$ cat src/rtl/pipe_skid_stage.sv
// -----------------------------------------------------------------------------
// pipe_skid_stage
//
// One pipeline stage with a skid buffer. The main register drives the outputs
// and a single skid register catches the entry offered in the same cycle that
// downstream stalls. Because the skid absorbs that entry, in_ready is a plain
// flop output with no combinational path from out_ready, which breaks the
// ready chain between pipeline stages.
//
// States:
//   EMPTY - nothing held
//   BUSY  - main register valid
//   FULL  - main and skid registers valid (upstream is stalled)
//
// Ports:
//   clk        in   clock, all state changes on the rising edge
//   rst        in   synchronous active-high reset, highest priority
//   flush      in   synchronous kill of every held entry
//   in_valid   in   upstream offers an entry
//   in_ready   out  stage can accept (registered)
//   in_ctrl    in   control payload of the offered entry  [CTRL_W]
//   in_data    in   datapath payload of the offered entry [DATA_W]
//   out_valid  out  stage presents an entry (registered)
//   out_ready  in   downstream accepts
//   out_ctrl   out  control payload, zero whenever out_valid is 0 [CTRL_W]
//   out_data   out  datapath payload, holds last value when idle [DATA_W]
//   stall_cnt  out  saturating count of out_valid && !out_ready cycles [CNT_W]
// -----------------------------------------------------------------------------
module pipe_skid_stage #(
    parameter int DATA_W = 160,
    parameter int CTRL_W = 12,
    parameter int CNT_W  = 16
) (
    input  logic              clk,
    input  logic              rst,
    input  logic              flush,
    input  logic              in_valid,
    output logic              in_ready,
    input  logic [CTRL_W-1:0] in_ctrl,
    input  logic [DATA_W-1:0] in_data,
    output logic              out_valid,
    input  logic              out_ready,
    output logic [CTRL_W-1:0] out_ctrl,
    output logic [DATA_W-1:0] out_data,
    output logic [CNT_W-1:0]  stall_cnt
);

    typedef enum logic [1:0] {
        EMPTY = 2'd0,
        BUSY  = 2'd1,
        FULL  = 2'd2
    } state_t;

    state_t             state_q, state_d;

    // Handshake flags are kept as their own flops so the ports are driven
    // directly by a register rather than by a state decode.
    logic               in_ready_q, in_ready_d;
    logic               out_valid_q, out_valid_d;

    logic [CTRL_W-1:0]  main_ctrl_q, main_ctrl_d;
    logic [DATA_W-1:0]  main_data_q, main_data_d;
    logic [CTRL_W-1:0]  skid_ctrl_q, skid_ctrl_d;
    logic [DATA_W-1:0]  skid_data_q, skid_data_d;

    logic [CNT_W-1:0]   stall_q, stall_d;

    logic               in_xfer;
    logic               out_xfer;

    assign in_xfer  = in_valid && in_ready_q;
    assign out_xfer = out_valid_q && out_ready;

    // -------------------------------------------------------------------------
    // FSM: state register
    // -------------------------------------------------------------------------
    // NOTE: sequential state is updated with non-blocking assignments so every
    // flop samples the pre-edge values of the others, independent of the
    // order in which the simulator evaluates processes.
    always_ff @(posedge clk) begin
        if (rst) begin
            state_q     <= EMPTY;
            in_ready_q  <= 1'b1;
            out_valid_q <= 1'b0;
        end else begin
            state_q     <= state_d;
            in_ready_q  <= in_ready_d;
            out_valid_q <= out_valid_d;
        end
    end

    // -------------------------------------------------------------------------
    // FSM: next-state logic
    // -------------------------------------------------------------------------
    // NOTE: every variable written in a combinational block gets a default
    // assignment first; a path that leaves it unassigned would infer a latch.
    always_comb begin
        state_d = state_q;
        if (flush) begin
            // Any entry accepted this cycle is discarded along with the rest.
            state_d = EMPTY;
        end else begin
            unique case (state_q)
                EMPTY: begin
                    if (in_xfer) state_d = BUSY;
                end
                BUSY: begin
                    if (in_xfer && !out_xfer)      state_d = FULL;
                    else if (!in_xfer && out_xfer) state_d = EMPTY;
                end
                FULL: begin
                    // in_ready is low here, so only the output side can move.
                    if (out_xfer) state_d = BUSY;
                end
                default: state_d = EMPTY;
            endcase
        end
    end

    // -------------------------------------------------------------------------
    // FSM: output logic (computed from the next state, then registered)
    // -------------------------------------------------------------------------
    always_comb begin
        in_ready_d  = (state_d != FULL);
        out_valid_d = (state_d != EMPTY);
    end

    // -------------------------------------------------------------------------
    // Payload steering
    // -------------------------------------------------------------------------
    always_comb begin
        main_ctrl_d = main_ctrl_q;
        main_data_d = main_data_q;
        skid_ctrl_d = skid_ctrl_q;
        skid_data_d = skid_data_q;

        // A flush leaves the datapath payload untouched so out_data keeps its
        // last presented value; only control is cleared below.
        if (!flush) begin
            unique case (state_q)
                EMPTY: begin
                    if (in_xfer) begin
                        main_ctrl_d = in_ctrl;
                        main_data_d = in_data;
                    end
                end
                BUSY: begin
                    if (in_xfer && out_xfer) begin
                        // Pass-through: one entry per cycle.
                        main_ctrl_d = in_ctrl;
                        main_data_d = in_data;
                    end else if (in_xfer) begin
                        // Downstream stalled while upstream still believed
                        // in_ready: park the entry in the skid.
                        skid_ctrl_d = in_ctrl;
                        skid_data_d = in_data;
                    end
                end
                FULL: begin
                    if (out_xfer) begin
                        main_ctrl_d = skid_ctrl_q;
                        main_data_d = skid_data_q;
                    end
                end
                default: ;
            endcase
        end

        // Bubbles carry no control: clearing here keeps out_ctrl a pure flop.
        if (state_d == EMPTY) begin
            main_ctrl_d = '0;
        end
    end

    // NOTE: the payload registers are reset because their reset value is
    // visible on out_data; storage whose contents never reach an output
    // before being written would not need a reset.
    always_ff @(posedge clk) begin
        if (rst) begin
            main_ctrl_q <= '0;
            main_data_q <= '0;
            skid_ctrl_q <= '0;
            skid_data_q <= '0;
        end else begin
            main_ctrl_q <= main_ctrl_d;
            main_data_q <= main_data_d;
            skid_ctrl_q <= skid_ctrl_d;
            skid_data_q <= skid_data_d;
        end
    end

    // -------------------------------------------------------------------------
    // Saturating stall counter (flush does not touch it)
    // -------------------------------------------------------------------------
    always_comb begin
        stall_d = stall_q;
        if (out_valid_q && !out_ready && (stall_q != {CNT_W{1'b1}})) begin
            stall_d = stall_q + CNT_W'(1);
        end
    end

    always_ff @(posedge clk) begin
        if (rst) begin
            stall_q <= '0;
        end else begin
            stall_q <= stall_d;
        end
    end

    // -------------------------------------------------------------------------
    // Outputs
    // -------------------------------------------------------------------------
    assign in_ready  = in_ready_q;
    assign out_valid = out_valid_q;
    assign out_ctrl  = main_ctrl_q;
    assign out_data  = main_data_q;
    assign stall_cnt = stall_q;

endmodule

$ cat config.mk
export PLATFORM = sky130hd
export DESIGN_NAME = pipe_skid_stage
export DESIGN_NICKNAME = d
export VERILOG_FILES = /design/src/rtl/pipe_skid_stage.sv
export SDC_FILE = /design/constraint.sdc
export NUM_CORES = 1
export LEC_CHECK = 0
export ABC_AREA = 0
export CAP_MARGIN = 20
export CORE_MARGIN = 4
export CORE_UTILIZATION = 44
export CTS_CLUSTER_DIAMETER = 50
export CTS_CLUSTER_SIZE = 25
export DETAILED_ROUTE_END_ITERATION = 6
export PLACE_DENSITY = 0.76
export SLEW_MARGIN = 30
export SYNTH_ARGS = -nofsm -noshare
export SYNTH_HDL_FRONTEND = slang
export SYNTH_SLANG_ARGS = --single-unit
$ cat constraint.sdc
create_clock -name clk -period 1.89 [get_ports clk]
set_clock_uncertainty 0.15 [all_clocks]
set_input_delay 0.378 -clock clk [delete_from_list [all_inputs] [get_ports clk]]
set_output_delay 0.378 -clock clk [all_outputs]
set_load 0.01 [all_outputs]
-- After elaboration in Yosys (flattened, before gate mapping)
Cells that the tools add are included.
- flip-flop bits (word level): 364
- latch bits: 0
- RAM bits: 0
- ROM bits: 0
- bits of input ports: 177
- output and inout port bits: 190
- logic and storage cells: 49
- memories kept: 0
- add/subtract/negate cells: 1
- multiply operators: 0
- divide/modulo/power cells: 0
- order comparisons: 0
- equal/unequal tests: 7
- shifts and indexed selects: 0
- mux-type cells: 14
- bitwise operators: 2
- reduce and logical (&&, ||, !) cells: 17
- operators by type and width (cell ; count):
    $mux W160 ; 3
    $pmux W160 S3 ; 1
    $mux W12 ; 3
    $pmux W12 S3 ; 1
    $add A16 B1 Y16 const B ; 1
    $ne A16 B16 Y1 const B ; 1
    $mux W2 ; 5
    $ne A2 B2 Y1 const B ; 4
    $logic_and A1 B1 Y1 ; 7
    $pmux W2 S3 ; 1
    $reduce_and A5 Y1 ; 1
    $logic_not A2 Y1 ; 2
    $reduce_and A4 Y1 ; 1
    $logic_not A1 Y1 ; 3
    $reduce_bool A3 Y1 ; 1
    $eq A2 B1 Y1 const B ; 1
    $eq A2 B2 Y1 const B ; 1
    $not A1 Y1 ; 2
    $reduce_bool A2 Y1 ; 1
    $reduce_or A2 Y1 ; 1

-- Logic depth before layout (Yosys ltp)
Gate-level depths: netlist of run 1.
- depth in word-level cells: 9
- depth in mapped cells: 8
- depth with buffers taken out: 5

-- Worst setup path before layout of run 1
No wires, ideal clock.
- path kind: register to register
- from: reg stall_q[5] (netlist: stall_cnt[5])
- to: reg stall_q[15] (netlist: stall_cnt[15])
- library setup time: 0.070 ns
- arrival time: 1.888 ns
- required time: 1.670 ns
- path slack: -0.219 ns
- stages on the path, launching flop included: 6
- buffers on the path: 1
- period minus slack after synthesis: 2.109 ns
- cell sequence: dfxtp_1 > nand4_2 > or4_1 > clkbuf_2 > or4_1 > a21oi_1
- cells in the longest elaborated chain, start to end: 2
- elaborated cells on any way between the ends: 3
- those cells by class: add/sub (1); eq/ne (1); reduce/logical (1)
- ends and longest elaborated chain (item ; line ; text):
    from (decl) ; 66 ; logic [CNT_W-1:0] stall_q, stall_d;
    from (signal assigned) ; 206 ; stall_q <= stall_d;
    branches (longest 2 deep; another with $add A16 B1 Y16) ; n/a ;
Several ways; the timed one is not identified.
A chain may end at the register's enable or synchronous reset.

-- Final worst setup path of run 1
- from: reg stall_q[7] (netlist: stall_cnt[7])
- to: reg stall_q[15] (netlist: stall_cnt[15])
Same word-level chain as after synthesis.

==> summary.md, run 1 <==
| Metric | Value |
|---|---|
| Syn_area_per_cell | 7.73 um^2 |
| Post-synthesis sequential area ratio | 51.6% |
| Largest net degree at the start of global routing | 69 |
| Area grow syn2layout | 45.8% |
| I/O pin total | 367 |
| Routed WL | 46300 um |
| Commonest non-fill, non-tap cells in the layout | nand2_1, dfxtp_1, dlygate4sd2_1 |
| Leakage power | 8.24 nW |
| CTS buffer count | 35 |
| Clock slew at reported path FFs | 0.08 ns |
| Effective utilization at floorplan | 44.6% |
| Syn Nets | 2005 |
| Yosys Warn Count | 0 |
| Std-Cell Rows | 65 |
| # setup viols final | 3 |
| Via density | 5.52 |
| H-tree Lvls | 2 |
| Mean routed wirelength per cell | 17.6 um |
| Clock Sinks | 364 |
| Peak supply drop | 0.595 mV |
| Type of the worst setup path | flip-flop to flip-flop |
| Seq pwr share | 45.8% |
| Max capacitance violation total | 0 |
| WP data arrival | 2.20 ns |
| Leading cell type in the layout, fill and taps excluded | nand2_1 |
| Layout Utilization | 65.1% |
| CP dominant cell by count | or4_4 |
| Final hold violations | 0 |
| # DRC | 0 |
| GR Overflow Total | 0 |
| GR Util All Layers | 24.1% |
| R2R depth | 4 |
| Status | finished with violations |
| Crit path max-delay cell type | or4_4 |
| Layout cells sized above 1 | 10.5% |
| Yosys reg bits | 364 |
| CP Launch Type | flip-flop |
| CTS tree | yes |
| Drt pass-1 iters | 5 |
| Crit path required time | 2.19 ns |
| Hpwl dp | 30100 um |
| Routed vias | 14500 |
| Clock buffer depth | 3 |
| ANT nets after route | 0 |
| Port bufs | 366 |
| Violated checks | negative setup slack |
| Clock Tree Root | clkbuf_16 |
| Max frequency | 524 MHz |
| Clk pwr share | 42.1% |
| Internal | 0.0133 W |
| First-pass GRT wire length | 71200 um |
| Netlist Area Pre-Place | 14100 um^2 |
| Crit path time final | 1.91 ns |
| Actual slew at the worst max-slew pin | 0.496 ns |
| CP cell instances | nand4_4 > or4_4 > or4_4 > a21oi_2 |
| Power Dens Cells | 865 nW/um^2 |
| Crit path capture type | flip-flop |
| Worst-Skew Late Latency | 0.51 ns |
| Initial antenna violation count | 2 |
| Core area | 31600 um^2 |
| Comb pwr share | 12.1% |
| Die width | 187 um |
| Final worst slack | -0.0196 ns |
| Hold depth | 3 |
| Slew Viols, Final | 0 |
| Slowest stage delay, CP | 0.57 ns |
| Switching Fraction | 25.4% |
| Sw Pwr | 0.00451 W |
| Final period utilization | 101% |
| Min Hold Slack | 0.285 ns |
| RePlAce Congestion | 0.867 |
| Die Span Y | 187 um |
| RSZ-0062 raised after global routing | true |
| Syn Inst Count | 1827 |
| Hold Crit Class | input port to flip-flop |
| Rel. slew slack | 66.9% |
| Unique cell type count in the Yosys netlist | 41 |
| DR iter-0 viols | 1117 |
| Crit-path max FO | 3 |
| Die area | 35000 um^2 |
| Layout Nets | 2376 |
| Number of global-route vias before repair | 13600 |
area by class of cell:
type                       count  area, um^2
fill                        2616       11000
timing repair buffer         491        5110
clock buffer                  40         967
tap                          402         503
sequential                   364        7320
multi-input combinational   1301        6390
clock inverter                23         283
inverter                       5        18.8
antenna                        1        2.50
sequential cells by signal, summed over array words and instances, names as in the netlist:
name and cells:
state_q 2, skid_data_q 160, skid_ctrl_q 12, out_ctrl 12, in_ready 1, out_valid 1, stall_cnt 16, out_data 160
path summary, 6_finish.rpt:
path                                     start                      endpoint  slack, ns
setup / recovery     stall_cnt[7]$_SDFFE_PP0P_    stall_cnt[15]$_SDFFE_PP0P_      -0.02
hold / removal                     in_data[31]  skid_data_q[31]$_SDFFE_PP0P_       0.29
setup reg to reg     stall_cnt[7]$_SDFFE_PP0P_    stall_cnt[15]$_SDFFE_PP0P_      -0.02
hold reg to reg   skid_data_q[88]$_SDFFE_PP0P_  skid_data_q[88]$_SDFFE_PP0P_       0.30
power groups by stage:
| stage | sequential (W) | clock [W] | combinational, W |
|---|---|---|---|
| after detailed placement | 0.00833 | 0 | 0.00217 |
| after floorplan | 0.00841 | 0 | 0.000757 |
| after global placement | 0.00832 | 0 | 0.00212 |
| final | 0.00815 | 0.00749 | 0.00216 |
| after global routing | 0.00818 | 0.00794 | 0.00233 |
| after CTS | 0.00815 | 0.00761 | 0.00202 |
cells in the mapped netlist:
cell type,count,share of area (%)
a2111oi_0,1,0.062
o32ai_1,1,0.062
a2111o_1,1,0.080
nor4_1,3,0.13
nand3b_1,2,0.11
or2_2,4,0.18
o31ai_1,6,0.32
ha_1,1,0.089
a211oi_1,1,0.053
nand3_1,5,0.18
or3_1,1,0.044
nor3_1,5,0.18
nand2_1,694,18
dfxtp_1,364,52
mux2_2,1,0.080
a311oi_1,172,11
and4b_1,1,0.071
clkbuf_2,1,0.035
clkbuf_1,135,3.6
buf_1,5,0.13
nand4b_1,1,0.062
and3_1,1,0.044
nand4_2,1,0.089
or4_2,1,0.062
nand4bb_1,1,0.080
o21ai_0,6,0.21
a21boi_0,1,0.053
nand4_1,4,0.18
nand2b_1,2,0.089
a21bo_2,1,0.071
nor2_1,180,4.8
buf_2,16,0.57
nor2b_1,3,0.13
nor3b_1,1,0.053
inv_1,5,0.13
mux2i_1,2,0.14
o21a_1,1,0.053
or2_0,1,0.044
a31oi_1,1,0.044
or4_1,6,0.32
a21oi_1,188,6.7
worst max-delay path: cells and delay by family (launching register included):
family	cells	cell delay [ns]
flops	1	0.36
compound gates	1	0.12
simple gates	3	1.21
kinds of logic (layout without fill, tap and decap cells):
logic type,count (synthesis),after routing,synth area share [%]
AND/OR/NAND/NOR,917,917,25.3
AO/OA/AOI/OAI,380,380,18.3
flip-flops,364,364,51.6
buffers and inverters,162,559,4.46
multiplexers,3,3,0.222
adder cells (fa/ha/maj),1,1,0.0886
other,0,1,0
stage by stage:
step	power (W)	TNS, ns	instance area [um^2]	setup slack, ns	cells
global placement	0.0104	-166.56	19000	-0.539	2547
detailed placement	0.0105	-174.03	19000	-0.600	2547
global route	0.0184	-4.52	20600	-0.0882	2626
CTS	0.0178	-0.0101	20100	-0.00721	2612
finish	0.0178	-0.0288	20600	-0.0196	2627
floorplan	0.00916	-0.171	14300	-0.0693	1827
routing by layer:
metal | vias to the layer above | track usage (%) | wire length [um] | share of wire [%]
met5 | - | 0 | 16 | 0.035
met4 | 4 | 7.82 | 1570 | 3.4
met3 | 96 | 5.67 | 3740 | 8.1
met2 | 573 | 39.9 | 22100 | 48
met1 | 6883 | 31.2 | 18900 | 41
li1 | 6949 | - | - | -
timing repair:
item,CTS,global route
hold endpoints to repair,12,0
hold buffers,2,0
endpoints found under the setup margin,290,135
gates resized for setup,205,38
cloned,0,9
setup buffers,0,5
pin swaps,3,85
(Power assumes the default switching activity.)
==> inputs of run 2 (changes only) <==
PLACE_DENSITY = default   (was 0.76)
PLACE_DENSITY_LB_ADDON = 0.12   (was default)
==> summary.md, run 2 (same netlist as run 1, synthesis figures left out) <==
| Metric | Value |
|---|---|
| Status | finished with violations |
| Violated checks | negative setup slack |
| Routed vias | 14400 (-0.59%) |
| Crit-path max FO | 4 (+1) |
| Commonest non-fill, non-tap cells in the layout | nand2_1, dfxtp_1, dlygate4sd2_1 |
| Storage cell area | 7320 um^2 (about the same) |
| Crit path time final | 1.91 ns (-0.00278 ns) |
| Final Instance Count excl. Fillers | 2646 (+0.72%) |
| # DRC | 0 (unchanged) |
| DR iter-0 viols | 1012 (-9.4%) |
| RePlAce Congestion | 0.812 (-6.3%) |
| Clock slew at reported path FFs | 0.07 ns (about the same) |
| Initial antenna violation count | 6 (+4) |
| Hold Crit Class | input port to flip-flop |
| # setup viols final | 3 (unchanged) |
| Layout Nets | 2389 (+0.55%) |
| Final worst slack | -0.0168 ns (+0.00278 ns) |
| RSZ-0062 raised after global routing | true |
| Max capacitance violation total | 0 (unchanged) |
| Port bufs | 366 (unchanged) |
| Routed WL | 46000 um (-0.66%) |
| Placement Cell Area | 18900 um^2 (-0.55%) |
| Effective utilization at floorplan | 44.6% (unchanged) |
| CTS tree | yes |
| Clock buffer depth | 3 (unchanged) |
| Type of the worst setup path | flip-flop to flip-flop |
| Std-Cell Rows | 65 (unchanged) |
| WP data arrival | 2.20 ns (about the same) |
| Layout cells sized above 1 | 13.8% (+3.2 points) |
| Drt pass-1 iters | 6 (+1) |
| Final period utilization | 101% (-0.15 points) |
| Met2 wire length | 22400 um (+1.6%) |
| Worst-Skew Late Latency | 0.53 ns (+0.02 ns) |
| Core area | 31600 um^2 (unchanged) |
| Top layer in use | met5 |
| Area grow syn2layout | 50.7% |
| GR Overflow Total | 0 (unchanged) |
| Power Dens Cells | 854 nW/um^2 (-1.2%) |
| Clock Sinks | 364 (unchanged) |
| Die width | 187 um (unchanged) |
| Inst Count DP | 2533 (-0.55%) |
| First-pass GRT wire length | 69700 um (-2.1%) |
| ANT nets after route | 0 (unchanged) |
| Fillers | 2614 (-0.076%) |
| Crit path required time | 2.18 ns (about the same) |
| Largest net degree at the start of global routing | 125 (+81%) |
| H-tree Lvls | 2 (unchanged) |
| I/O pin total | 367 (unchanged) |
| Max frequency | 524 MHz (+0.15%) |
| Leading cell type in the layout, fill and taps excluded | nand2_1 |
| Via density | 5.45 (-1.3%) |
| Leakage power | 8.44 nW (+2.5%) |
| Number of global-route vias before repair | 13100 (-3.5%) |
| Final hold violations | 0 (unchanged) |
| Slew Viols, Final | 0 (unchanged) |
| Die area | 35000 um^2 (unchanged) |
| Clock Tree Root | clkbuf_16 |
| Finished Cell Area | 21300 um^2 (+3.3%) |
| Peak supply drop | 0.608 mV (+2.1%) |
| Hpwl dp | 28200 um (-6.3%) |
| Met3 routed WL | 3470 um (-7.3%) |
| CP Launch Type | flip-flop |
| Area occupied by multi-input gates | 6700 um^2 (+4.9%) |
| Crit path capture type | flip-flop |
| Mean routed wirelength per cell | 17.4 um (-1.4%) |
| Actual slew at the worst max-slew pin | 0.561 ns (+0.0642 ns) |
| GR Util All Layers | 23.6% (-0.42 points) |
| Rel. slew slack | 62.6% (-4.3 points) |
| CTS buffer count | 37 (+5.7%) |
| Power Total | 0.0182 W (+2.1%) |
| Die Span Y | 187 um (unchanged) |
| Wire length on met1 | 19100 um (+1.3%) |
run 2: changes by cell type in the layout (fill, tap and decap cells not counted), sizes merged, moves of 3 or more:
cell	previous run	this run
clkinv	11	6
inv	13	18
buf	115	122
diode	1	4
dlygate4sd2	193	190
clkbuf	49	59
run 2: area by class of cell:
cell class | count | share of cell area (%)
repair buffers | 502 | 25.5
clock buffers | 46 | 4.95
well taps | 402 | 2.36
diodes | 4 | 0.0471
inverters | 5 | 0.0882
clock inverters | 22 | 1.14
multi-input cells | 1301 | 31.5
flip-flops and latches | 364 | 34.4
run 2: critical path, cell delays in order, from the launching register on:
cell and delay, ns:
dfxtp_4 0.35, nand4_4 0.11, or4_4 0.57, or4_1 0.52, a21oi_1 0.14
run 2: timing repair:
item                                    CTS  global route
buffers inserted                          8             9
pin swaps                                 9            41
gates resized for setup                 221           101
endpoints found under the setup margin  357           117
endpoints found under the hold margin    11             0
hold buffers                              1             0
cloned                                    8            15
run 2: per-layer routing:
metal / global-route usage [%] / vias up
li1: - / 6986
met1: 31.2 / 6871
met2: 39.5 / 498
met3: 5.13 / 62
met4: 6.17 / 2
met5: 0 / -
run 2: power breakdown:
part           switching, W  total (W)  internal (W)  leakage, nW
Combinational       0.00114    0.00235       0.00121         4.83
Sequential         0.000185    0.00815       0.00797         2.97
Clock               0.00338    0.00766       0.00428        0.637
run 2: path summary, 6_finish.rpt:
check                           depth (start not counted)                           from                             to  slack, ns
worst min register to register                          2  skid_data_q[159]$_SDFFE_PP0P_  skid_data_q[159]$_SDFFE_PP0P_       0.30
worst max register to register                          4      stall_cnt[7]$_SDFFE_PP0P_     stall_cnt[15]$_SDFFE_PP0P_      -0.02
worst min-delay path                                    3                    in_data[52]   skid_data_q[52]$_SDFFE_PP0P_       0.27
worst max-delay path                                    4      stall_cnt[7]$_SDFFE_PP0P_     stall_cnt[15]$_SDFFE_PP0P_      -0.02
run 2: per-stage QoR:
stage               hold WS (ns)  worst slack, ns  util, %  TNS, ns
floorplan                  0.287          -0.0693        -   -0.171
global placement           0.291           -0.545     59.8  -158.14
detailed placement         0.297           -0.621     59.8  -169.00
CTS                        0.251          -0.0152     64.5  -0.0152
global route               0.261          -0.0912     67.2    -1.35
finish                     0.270          -0.0168     67.2  -0.0300
